--- config.mk ---
export PLATFORM = sky130hd
export DESIGN_NAME = sm_seq_divider
export DESIGN_NICKNAME = d
export VERILOG_FILES = /design/src/rtl/sm_seq_divider.sv
export SDC_FILE = /design/constraint.sdc
export NUM_CORES = 1
export LEC_CHECK = 0
export CAP_MARGIN = 20
export CORE_ASPECT_RATIO = 0.6
export CORE_MARGIN = 2
export CORE_UTILIZATION = 30
export CTS_BUF_LIST = sky130_fd_sc_hd__clkbuf_16
export DETAILED_ROUTE_END_ITERATION = 8
export GPL_TIMING_DRIVEN = 1
export PLACE_DENSITY = 0.5
export SLEW_MARGIN = 20
export SYNTH_ARGS = -nofsm -noshare
export SYNTH_HDL_FRONTEND = slang
export SYNTH_SLANG_ARGS = --single-unit
--- constraint.sdc ---
create_clock -name clk -period 2.4 [get_ports clk]
set_input_delay 0.48 -clock clk [delete_from_list [all_inputs] [get_ports clk]]
set_output_delay 0.48 -clock clk [all_outputs]
set_load 0.005 [all_outputs]
--- src/rtl/sm_seq_divider.sv ---
// Sequential sign-magnitude restoring divider.
// One quotient bit per clock, MSB first; start/busy/done handshake.
// Magnitudes are WIDTH bits with separate sign bits. Results hold until the
// next DONE. A zero divisor completes in one cycle with div_zero set.
module sm_seq_divider #(
  parameter int unsigned WIDTH = 4
) (
  input  logic             clk,
  input  logic             rst_n,
  input  logic             start,
  input  logic [WIDTH-1:0] a,
  input  logic             asign,
  input  logic [WIDTH-1:0] b,
  input  logic             bsign,
  output logic             busy,
  output logic             done,
  output logic [WIDTH-1:0] q,
  output logic             sign,
  output logic [WIDTH-1:0] r,
  output logic             rsign,
  output logic             div_zero
);

  localparam int unsigned CW = $clog2(WIDTH);

  localparam logic [1:0] S_IDLE = 2'd0;
  localparam logic [1:0] S_RUN  = 2'd1;
  localparam logic [1:0] S_DONE = 2'd2;

  logic [1:0]       r_state;
  logic [WIDTH-1:0] r_dvd;     // dividend bits shift out the top, quotient bits shift in the bottom
  logic [WIDTH-1:0] r_dvs;
  logic             r_asign;
  logic             r_bsign;
  logic [WIDTH:0]   r_rem;
  logic [CW-1:0]    r_cnt;

  logic [WIDTH-1:0] r_q;
  logic             r_sign;
  logic [WIDTH-1:0] r_r;
  logic             r_rsign;
  logic             r_dz;

  logic [WIDTH+1:0] w_shift;
  logic [WIDTH:0]   w_diff;
  logic             w_qbit;
  logic [WIDTH:0]   w_rem_nxt;
  logic [WIDTH-1:0] w_q_fin;
  logic             w_last;

  // Trial subtraction for the current iteration.
  // The partial remainder is always below the divisor, so the shifted value
  // is below 2*divisor and the difference fits in WIDTH+1 bits.
  always_comb begin
    w_shift   = {r_rem, r_dvd[WIDTH-1]};
    w_qbit    = (w_shift >= {2'b00, r_dvs});
    w_diff    = w_shift[WIDTH:0] - {1'b0, r_dvs};
    w_rem_nxt = w_qbit ? w_diff : w_shift[WIDTH:0];
    w_q_fin   = {r_dvd[WIDTH-2:0], w_qbit};
    w_last    = (r_cnt == CW'(WIDTH - 1));
  end

  // Control state, operand capture and iteration datapath.
  always_ff @(posedge clk or negedge rst_n) begin
    if (!rst_n) begin
      r_state <= S_IDLE;
      r_dvd   <= '0;
      r_dvs   <= '0;
      r_asign <= 1'b0;
      r_bsign <= 1'b0;
      r_rem   <= '0;
      r_cnt   <= '0;
    end else begin
      case (r_state)
        S_IDLE: begin
          if (start) begin
            r_dvd   <= a;
            r_dvs   <= b;
            r_asign <= asign;
            r_bsign <= bsign;
            r_rem   <= '0;
            r_cnt   <= '0;
            r_state <= (b == '0) ? S_DONE : S_RUN;
          end
        end
        S_RUN: begin
          r_rem <= w_rem_nxt;
          r_dvd <= {r_dvd[WIDTH-2:0], w_qbit};
          r_cnt <= r_cnt + CW'(1);
          if (w_last) r_state <= S_DONE;
        end
        S_DONE:  r_state <= S_IDLE;
        default: r_state <= S_IDLE;
      endcase
    end
  end

  // Result registers: written on entry to DONE, div_zero cleared on accept.
  always_ff @(posedge clk or negedge rst_n) begin
    if (!rst_n) begin
      r_q     <= '0;
      r_sign  <= 1'b0;
      r_r     <= '0;
      r_rsign <= 1'b0;
      r_dz    <= 1'b0;
    end else begin
      if (r_state == S_IDLE && start) begin
        if (b == '0) begin
          r_q     <= '1;
          r_r     <= a;
          r_sign  <= asign ^ bsign;
          r_rsign <= asign & (|a);
          r_dz    <= 1'b1;
        end else begin
          r_dz    <= 1'b0;
        end
      end else if (r_state == S_RUN && w_last) begin
        r_q     <= w_q_fin;
        r_r     <= w_rem_nxt[WIDTH-1:0];
        r_sign  <= (r_asign ^ r_bsign) & (|w_q_fin);
        r_rsign <= r_asign & (|w_rem_nxt[WIDTH-1:0]);
      end
    end
  end

  assign busy     = (r_state != S_IDLE);
  assign done     = (r_state == S_DONE);
  assign q        = r_q;
  assign sign     = r_sign;
  assign r        = r_r;
  assign rsign    = r_rsign;
  assign div_zero = r_dz;

endmodule

Word level (Yosys, flattened, before mapping)
Cells that the tools add are included.

cells by class
  $lt $le $gt $ge = 1
  add/subtract/negate cells = 2
  bitwise gates (word level) = 5
  equality and inequality tests = 6
  mux-type cells = 24
  reductions and logical operators = 14

operators with widths
  operator                                                               number
  4-bit 2-to-1 mux                                                       7
  4-bit OR reduction                                                     3
  5-bit 2-to-1 mux                                                       2
  5-bit case mux with 2 select lines                                     1
  2-bit 2-to-1 mux                                                       4
  2-bit case mux with 2 select lines                                     2
  4-bit case mux with 2 select lines                                     1
  2-bit AND reduction                                                    4
  1-bit 2-to-1 mux                                                       7
  6-bit by 4-bit greater-or-equal comparator with 1-bit output           1
  2-bit nonzero test                                                     3
  5-bit by 4-bit subtractor with 5-bit output                            1
  2-bit equality test, second input constant                             2
  4-bit logical NOT                                                      1
  2-bit != test, second input constant                                   2
  1-bit bitwise AND                                                      3
  2-bit by 1-bit adder with 2-bit output, second input constant          1
  2-bit by 1-bit equality test with 1-bit output, second input constant  1
  1-bit logical AND                                                      2
  2-bit logical NOT                                                      1
  2-bit by 1-bit != test with 1-bit output, second input constant        1
  1-bit bitwise XOR                                                      2

word-level totals
  output and inout port bits = 13
  logic and storage cells = 64
  register bits = 30
  input port bits = 13

Logic depth before layout (Yosys ltp)
  depth in word-level cells = 6
  depth in mapped cells = 9
  mapped depth without buffers = 9

Worst setup path before layout
Ideal clock, no wire load.

  path kind = register to register
  start = reg r_dvd[3]
  end = reg r_r[0] (netlist: r[0])
  data arrival time = 2.096 ns
  setup time = 0.118 ns
  path slack = 0.186 ns
  clock period less this slack = 2.214 ns
  data required time = 2.282 ns
  path buffers = 0
  cell stages (with the launch flop) = 10
  cells stage by stage = dfrtp_1 > inv_1 > ha_1 > inv_1 > fa_1 > a21o_1 > a211oi_4 > mux2i_1 > a211oi_1 > a21o_1

between the ends
  cells in the longest elaborated chain, start to end = 4
  elaborated cells between the ends (all ways) = 5
  classes of those cells = add/sub (1); order compare (1); mux (3)

ends and longest elaborated chain
  what                                                                                                                         RTL line  RTL
  from (decl)                                                                                                                  31        logic [WIDTH-1:0] r_dvd;
  from (signal assigned)                                                                                                       88        r_dvd <= {r_dvd[WIDTH-2:0], w_qbit};
  5-bit by 4-bit subtractor with 5-bit output or 6-bit by 4-bit greater-or-equal comparator with 1-bit output (tied branches)  57, 56
  5-bit 2-to-1 mux (*)                                                                                                         58        w_rem_nxt = w_qbit ? w_diff : w_shift[WIDTH:0];
  4-bit 2-to-1 mux (*)                                                                                                         117       end else if (r_state == S_RUN && w_last) begin
  4-bit 2-to-1 mux (*)                                                                                                         107       if (r_state == S_IDLE && start) begin
  to (signal assigned)                                                                                                         119       r_r <= w_rem_nxt[WIDTH-1:0];
  to (decl)                                                                                                                    40        logic [WIDTH-1:0] r_r;

Every way passes the cells marked *; elsewhere a longest branch is shown, timed or not. The select of a mux whose other input is x is not followed.
A chain may end at the register's enable or synchronous reset.

Final worst setup path
Ends and elaborated chain as after synthesis.

==> results.yml <==
worst_setup_path:
  max_stage_delay_ns: 0.40
  slowest_stage: "dfrtp_1"
  worst-path-stages: 10
  crit_start: "r_dvd[3]"
  path_cells: "inv_2 > ha_2 > inv_2 > fa_2 > a21o_1 > a211oi_4 > buf_12 > mux2i_2 > a211oi_1 > a21o_1"
  rr_startpoint: "r_dvd[3]"
  setup.worst_path.end: "r[0]"
  r2r-end: "r[0]"
  r2r_cells: 10
  worstSetupStartpointType: "register"
  worstPathRequired_ns: 2.57
  cp_max_fo: 5
  path_class: "register to register"
  cp-end-kind: "register"
  reg2reg_setup_slack_ns: 0.04
  critPathBufInv: 3
  critPathArrivalTime_ns: 2.53
  path_delay_family: "compound AO/OA/AOI/OAI gates"
die:
  num_rows: 20
  ios: 26
  dieArea_um2: 5711
  die_h_um: 59.35
  core-area_um2: 4980
  die_x_um: 96.24
  initial_core_util_pct: 30.75
place:
  detailed_place_hpwl_mm: 2.771
  numPortBuffers: 25
  place_congestion: 0.8419
  dp_cells: 249
power:
  p_total_w: 0.003542
  power.leakage_nw: 0.9609
  cellPowerDensity_nw_per_um2: 1660
  vdd_drop_max_uv: 602.3
drt:
  vias_per_cell: 4.847
  wire_per_inst_um: 15.12
  drtAntennaViolNets: 0
  first_pass_iters: 4
  post-route-drc-count: 0
  wirelength_mm: 3.946
  vias: 1265
  drt_iter0_drc: 66
yosys:
  synth_area_per_cell_um2: 9.817
  yosysTopAreaCellShare_pct: 49.02
  yosysSeqAreaShare_pct: 49.02
  synth_edf_count: 0
  async_flop_share_pct: 100.0
  synth_top_family_by_area: "compound AO/OA/AOI/OAI gates"
  synth_cell_types: 37
  synthCells: 156
  synth_seq_cells: 30
  post-synth-top-count-cell: "dfrtp_1"
  synth-compound-area-share_pct: 19.61
  synthAdderAreaFrac_pct: 5.392
  synth_area_leader_cell: "dfrtp_1"
  synthMuxAreaShare_pct: 3.268
  netlist_area_um2: 1531
  yosysWarnings: 0
  synthFlopType: "dfrtp_1"
  synth_area_leaders: "dfrtp_1 (49%), nand2_1 (7.1%), o21ai_0 (4.6%)"
  synth_nets: 175
  synthTopCellsByCount: "dfrtp_1 (30), nand2_1 (29), o21ai_0 (14), inv_1 (9)"
  synthSimpleGateAreaFrac_pct: 16.75
  synth-xor-area-share_pct: 2.288
global_route:
  grt_overflow: 0
  grt_pass1_wl_mm: 6.065
  antenna_found_initial: 0
  grtUsageTotal_pct: 14.46
  grt_pass1_vias: 1247
  grt_max_degree: 31
sta:
  post-route-min-period_ns: 2.362
  max_slew.worst_pin.slew_ns: 0.5155
  hold_viol: 0
  finalSetupViolations: 0
  maxSlewViolCount: 0
  hold_ws_ns: 0.4758
  slew_headroom_pct: 65.48
  max_freq_mhz: 423.3
  post-route-period-util_pct: 98.43
  skew_ns: 0.007282
finish:
  instances_no_fill: 261
  layout-drive-gt1-share_pct: 16.41
  syn_to_final_growth_pct: 39.38
  seq_area_um2: 750.7
  multi_input_area_um2: 759.5
  num-fill-cells: 466
  antenna_cells: 0
  nets: 213
clocking:
  path_clk_slew_ns: 0.06
  cts_tree: "built"
  cts.path.max_buffers: 2
  cts.sinks: 30
  cts_hold_buf: 0
  root_buffer: "clkbuf_16"
  cts_inserted_buffers: 5
  clock_latency_ns: 0.27
  htreeDepth: 2
min_path:
  hold_class: "register to register"
status:
  outcome: "completed"
run:
  maxCapViolCount: 0
cells by family after synthesis:
group | count (synthesis)
multiplexers | 5
adder cells (fa/ha/maj) | 6
AO/OA/AOI/OAI | 43
XOR/XNOR | 4
flip-flops | 30
AND/OR/NAND/NOR | 53
buffers and inverters | 15
per-stage QoR:
step / TNS, ns / setup slack, ns / util, % / instance area [um^2]
after global placement: 0 / 0.1297 / 38.37 / 1911
after detailed placement: 0 / 0.05955 / 38.37 / 1911
after global routing: -0.02885 / -0.01961 / 42.86 / 2135
after floorplan: 0 / 0.1859 / - / 1531
final: 0 / 0.03778 / 42.86 / 2135
after CTS: 0 / 0.04431 / 41.21 / 2052
timing repair:
action,CTS,global route
resized for setup,0,9
buffers inserted,0,3
endpoints found under the setup margin,0,3
endpoints found under the hold margin,0,0
sequential cells by signal (all words and copies together) (netlist names):
name / count
div_zero: 1
rsign: 1
r: 4
r_dvd: 4
r_state: 2
r_asign: 1
r_dvs: 4
r_rem: 5
r_bsign: 1
sign: 1
q: 4
r_cnt: 2
worst min-delay path by stage:
stage,endpoint,cells past startpoint,start,slack [ns]
final,div_zero,2,div_zero,0.48
after global routing,r[0],1,r[0],0.49
after CTS,r[0],1,r[0],0.48
after detailed placement,div_zero,2,div_zero,0.46
after global placement,div_zero,2,div_zero,0.46
after floorplan,div_zero,0,rst_n,0.18
metal layers:
metal / up-vias / GRT usage (%) / part of all wire [%]
met1: 615 / 21.19 / 52
met4: 0 / 2.449 / 0.20
met5: - / 0 / 0
li1: 623 / - / -
met3: 2 / 5.344 / 4.5
met2: 25 / 20.63 / 43
final cells by class:
cell class,instances,share of cell area [%]
multi-input cells,111,35.58
flip-flops and latches,30,35.17
repair buffers,36,17.00
clock buffers,5,5.862
well taps,66,3.869
inverters,10,1.758
clock inverters,3,0.7620
power breakdown:
part           switching (W)  internal (W)
Combinational       0.000972       0.00103
Sequential          0.000187      0.000751
Clock               0.000221      0.000378
Total                0.00138       0.00216
layout by cell type, fill, tap and decap left out, drive strengths merged, types with 3 or more instances in the layout:
| master | n |
|---|---|
| ha | 5 |
| a211oi | 3 |
| nand2 | 29 |
| mux2i | 5 |
| dfrtp | 30 |
| o22a | 4 |
| a21o | 5 |
| clkbuf | 6 |
| nor2b | 3 |
| inv | 10 |
| nand3 | 4 |
| clkdlybuf4s50 | 25 |
| nor2 | 5 |
| a22oi | 4 |
| buf | 10 |
| o21ai | 17 |
| a21oi | 5 |
worst reg2reg max path, delay by kind of cell, from the launching register on:
| kind | cells | cell delay, ns |
|---|---|---|
| DFF | 1 | 0.40 |
| muxes | 1 | 0.24 |
| AOI/OAI and AO/OA | 4 | 0.77 |
| buffers and inverters | 3 | 0.29 |
| adders and majority gates | 2 | 0.55 |
Power figures use the tool's default switching activity.
==> edit, RTL diff (same flow settings) <==
Reset style: synchronous (`rst_n`), changed in 2 clocked blocks.
--- a/src/rtl/sm_seq_divider.sv
+++ b/src/rtl/sm_seq_divider.sv
@@ -62,5 +62,5 @@
 
   // Control state, operand capture and iteration datapath.
-  always_ff @(posedge clk or negedge rst_n) begin
+  always_ff @(posedge clk) begin
     if (!rst_n) begin
       r_state <= S_IDLE;
@@ -97,5 +97,5 @@
 
   // Result registers: written on entry to DONE, div_zero cleared on accept.
-  always_ff @(posedge clk or negedge rst_n) begin
+  always_ff @(posedge clk) begin
     if (!rst_n) begin
       r_q     <= '0;
Function: differs if rst_n is asserted again (counterexample within 4 cycles, from zero or initial values and one cycle with rst_n low); with rst_n held inactive, the same outputs for 10 cycles.
==> edit against the original RTL <==
- critical path type unchanged
- count of clock-buffer cells in the layout did not move
- synthesized cell count rose by 15%
- worst hold slack got worse by 23 ps
- cell count rose by 5.7%
- wire length rose by 9.2%
- sequential cell count did not move
- area after synthesis fell by 1.1%
- critical endpoint is now sign
- final area fell by 4.9%
- worst setup slack improved by 130 ps
Power is not compared: it rests on default switching activity, and its combinational part moved more than twofold at a synthesized area within 25%.
==> edit: results (changes against the original RTL) <==
CP arrival=2390 ps (-140 ps); met2 usage=24.1% (+3.4 points); drt pass-1 iters=4 (unchanged); DR WL met2=1.78 mm (+4.3%); initial antenna violation count=0 (unchanged); Detail Placement HPWL=3.22 mm (+16%); Synth area leaders=dfxtp_1 40%, nand2_1 7.2%, a21oi_1 6.6%; Synth Area in Compound Gates=26.6% (+7.0 points); met3 usage=4.83% (-0.51 points); Synth Area in XOR/XNOR=2.31% (+0.025 points); synth cell count leaders=30 x dfxtp_1, 29 x nand2_1, 20 x a21oi_1; Synth-to-Final Area Change=34.0%; Clock Tree Buf Depth=2 (unchanged); DR vias=1422 (+12%); Placed Instance Area=0.00186 mm^2 (-2.9%); leak pwr=0.748 nW; register area share after synthesis=39.6% (-9.4 points); Final GP Congestion=0.836 (-0.67%); first-pass GRT wire length=7.08 mm (+17%); status=finished, final reports clean; clock-pin slew on the worst setup and hold paths=60 ps (about the same); met3 WL=202 um (+13%); mux share of post-synthesis cell area=0.661% (-2.6 points); Combinational Power Share=roughly a quarter; number of flip-flops in the largest register=5 (unchanged); WL final=4.31 mm (+9.2%); clk_lat worst skew=between 200 and 300 ps; Post-Synth Adder-Cell Area=5.45% (+0.058 points); Synth warnings=0 (unchanged); share of cells above drive strength 1=13.6% (-2.8 points); fin nets=231 (+8.5%); vias per cell=5.15 (+6.3%); Mapped Cells=180 (+15%); CTS buffer count=5 (unchanged); top sig layer=met4; Post-Syn Nets=199 (+14%); largest net degree at the start of global routing=19 (-39%); placed insts=267 (+7.2%); switching portion of total power=between 30% and 40%; Layout fillers=468 (+0.43%); worst slew pin tran=505 ps (-10.2 ps); Largest Register=r_rem; CTS Root Cell=clkbuf_16; VDD IR max=0.299 mV; GR Layer Usage met1=24.9% (+3.7 points); overall routing resource usage=16.7% (+2.2 points); Place WS=64.0 ps (+4.44 ps); worst hold-check path type=reg2reg; P_sw=around 0.47 mW; CTS HTree Levels=2 (unchanged); asr flop ratio synth=0% (-100 points); WL met1=2.32 mm (+13%); Worst Skew=10.8 ps (+3.50 ps); # port buffers=25 (unchanged); starting DRC count in detailed routing=74 (+12%); Distinct cells, synth=44 (+19%); sequential cell fraction of total power=35.7%
## edit: cell count changes in the layout (fill, tap and decap cells not counted), sizes merged, moves of 3 or more
cell,delta
mux2i,-4
nor3,+3
nor2,+3
a21oi,+15
o21ai,-9
a21o,-4
o221a,+5
a31oi,+5
o22a,-3
dfrtp,-30
dfxtp,+30
## edit: layout make-up
| type | count | share of cell area (%) |
|---|---|---|
| Timing Repair Buffer | 33 | 15.5 |
| Inverter | 9 | 1.66 |
| Clock buffer | 5 | 6.16 |
| Clock inverter | 3 | 0.801 |
| Sequential cell | 30 | 29.6 |
| Tap cell | 63 | 3.88 |
| Multi-Input combinational cell | 133 | 42.5 |
## edit: final timing paths
path,from,end,depth (start not counted),slack (ps)
worst max register to register,r_dvd[3],sign,9,170
worst min-delay path,r_dvs[1],r_dvs[1],2,450
worst max-delay path,r_dvd[3],sign,9,170
worst min register to register,r_dvs[1],r_dvs[1],2,450
## edit: kinds of logic (layout without fill, tap and decap cells)
| group | Yosys count | count (layout) |
|---|---|---|
| multiplexers | 1 | 1 |
| adder cells (fa/ha/maj) | 6 | 6 |
| buffers and inverters | 17 | 50 |
| XOR/XNOR | 4 | 4 |
| AO/OA/AOI/OAI | 59 | 59 |
| AND/OR/NAND/NOR | 63 | 63 |
| flip-flops | 30 | 30 |
## edit: critical path, cell delays in order, from the launching register on
cell and delay, ps:
dfxtp_1 340, inv_1 70, ha_1 150, inv_1 50, fa_2 340, a21o_1 220, a211o_2 390, nor2_1 210
a211oi_1 110, o221a_2 250
## edit: repair_timing
| item | 4_1_cts | 5_1_grt |
|---|---|---|
| endpoints found under the setup margin | 0 | 8 |
| resized for setup | 0 | 5 |
| hold buffers | 0 | 0 |
| setup buffers | 0 | 1 |
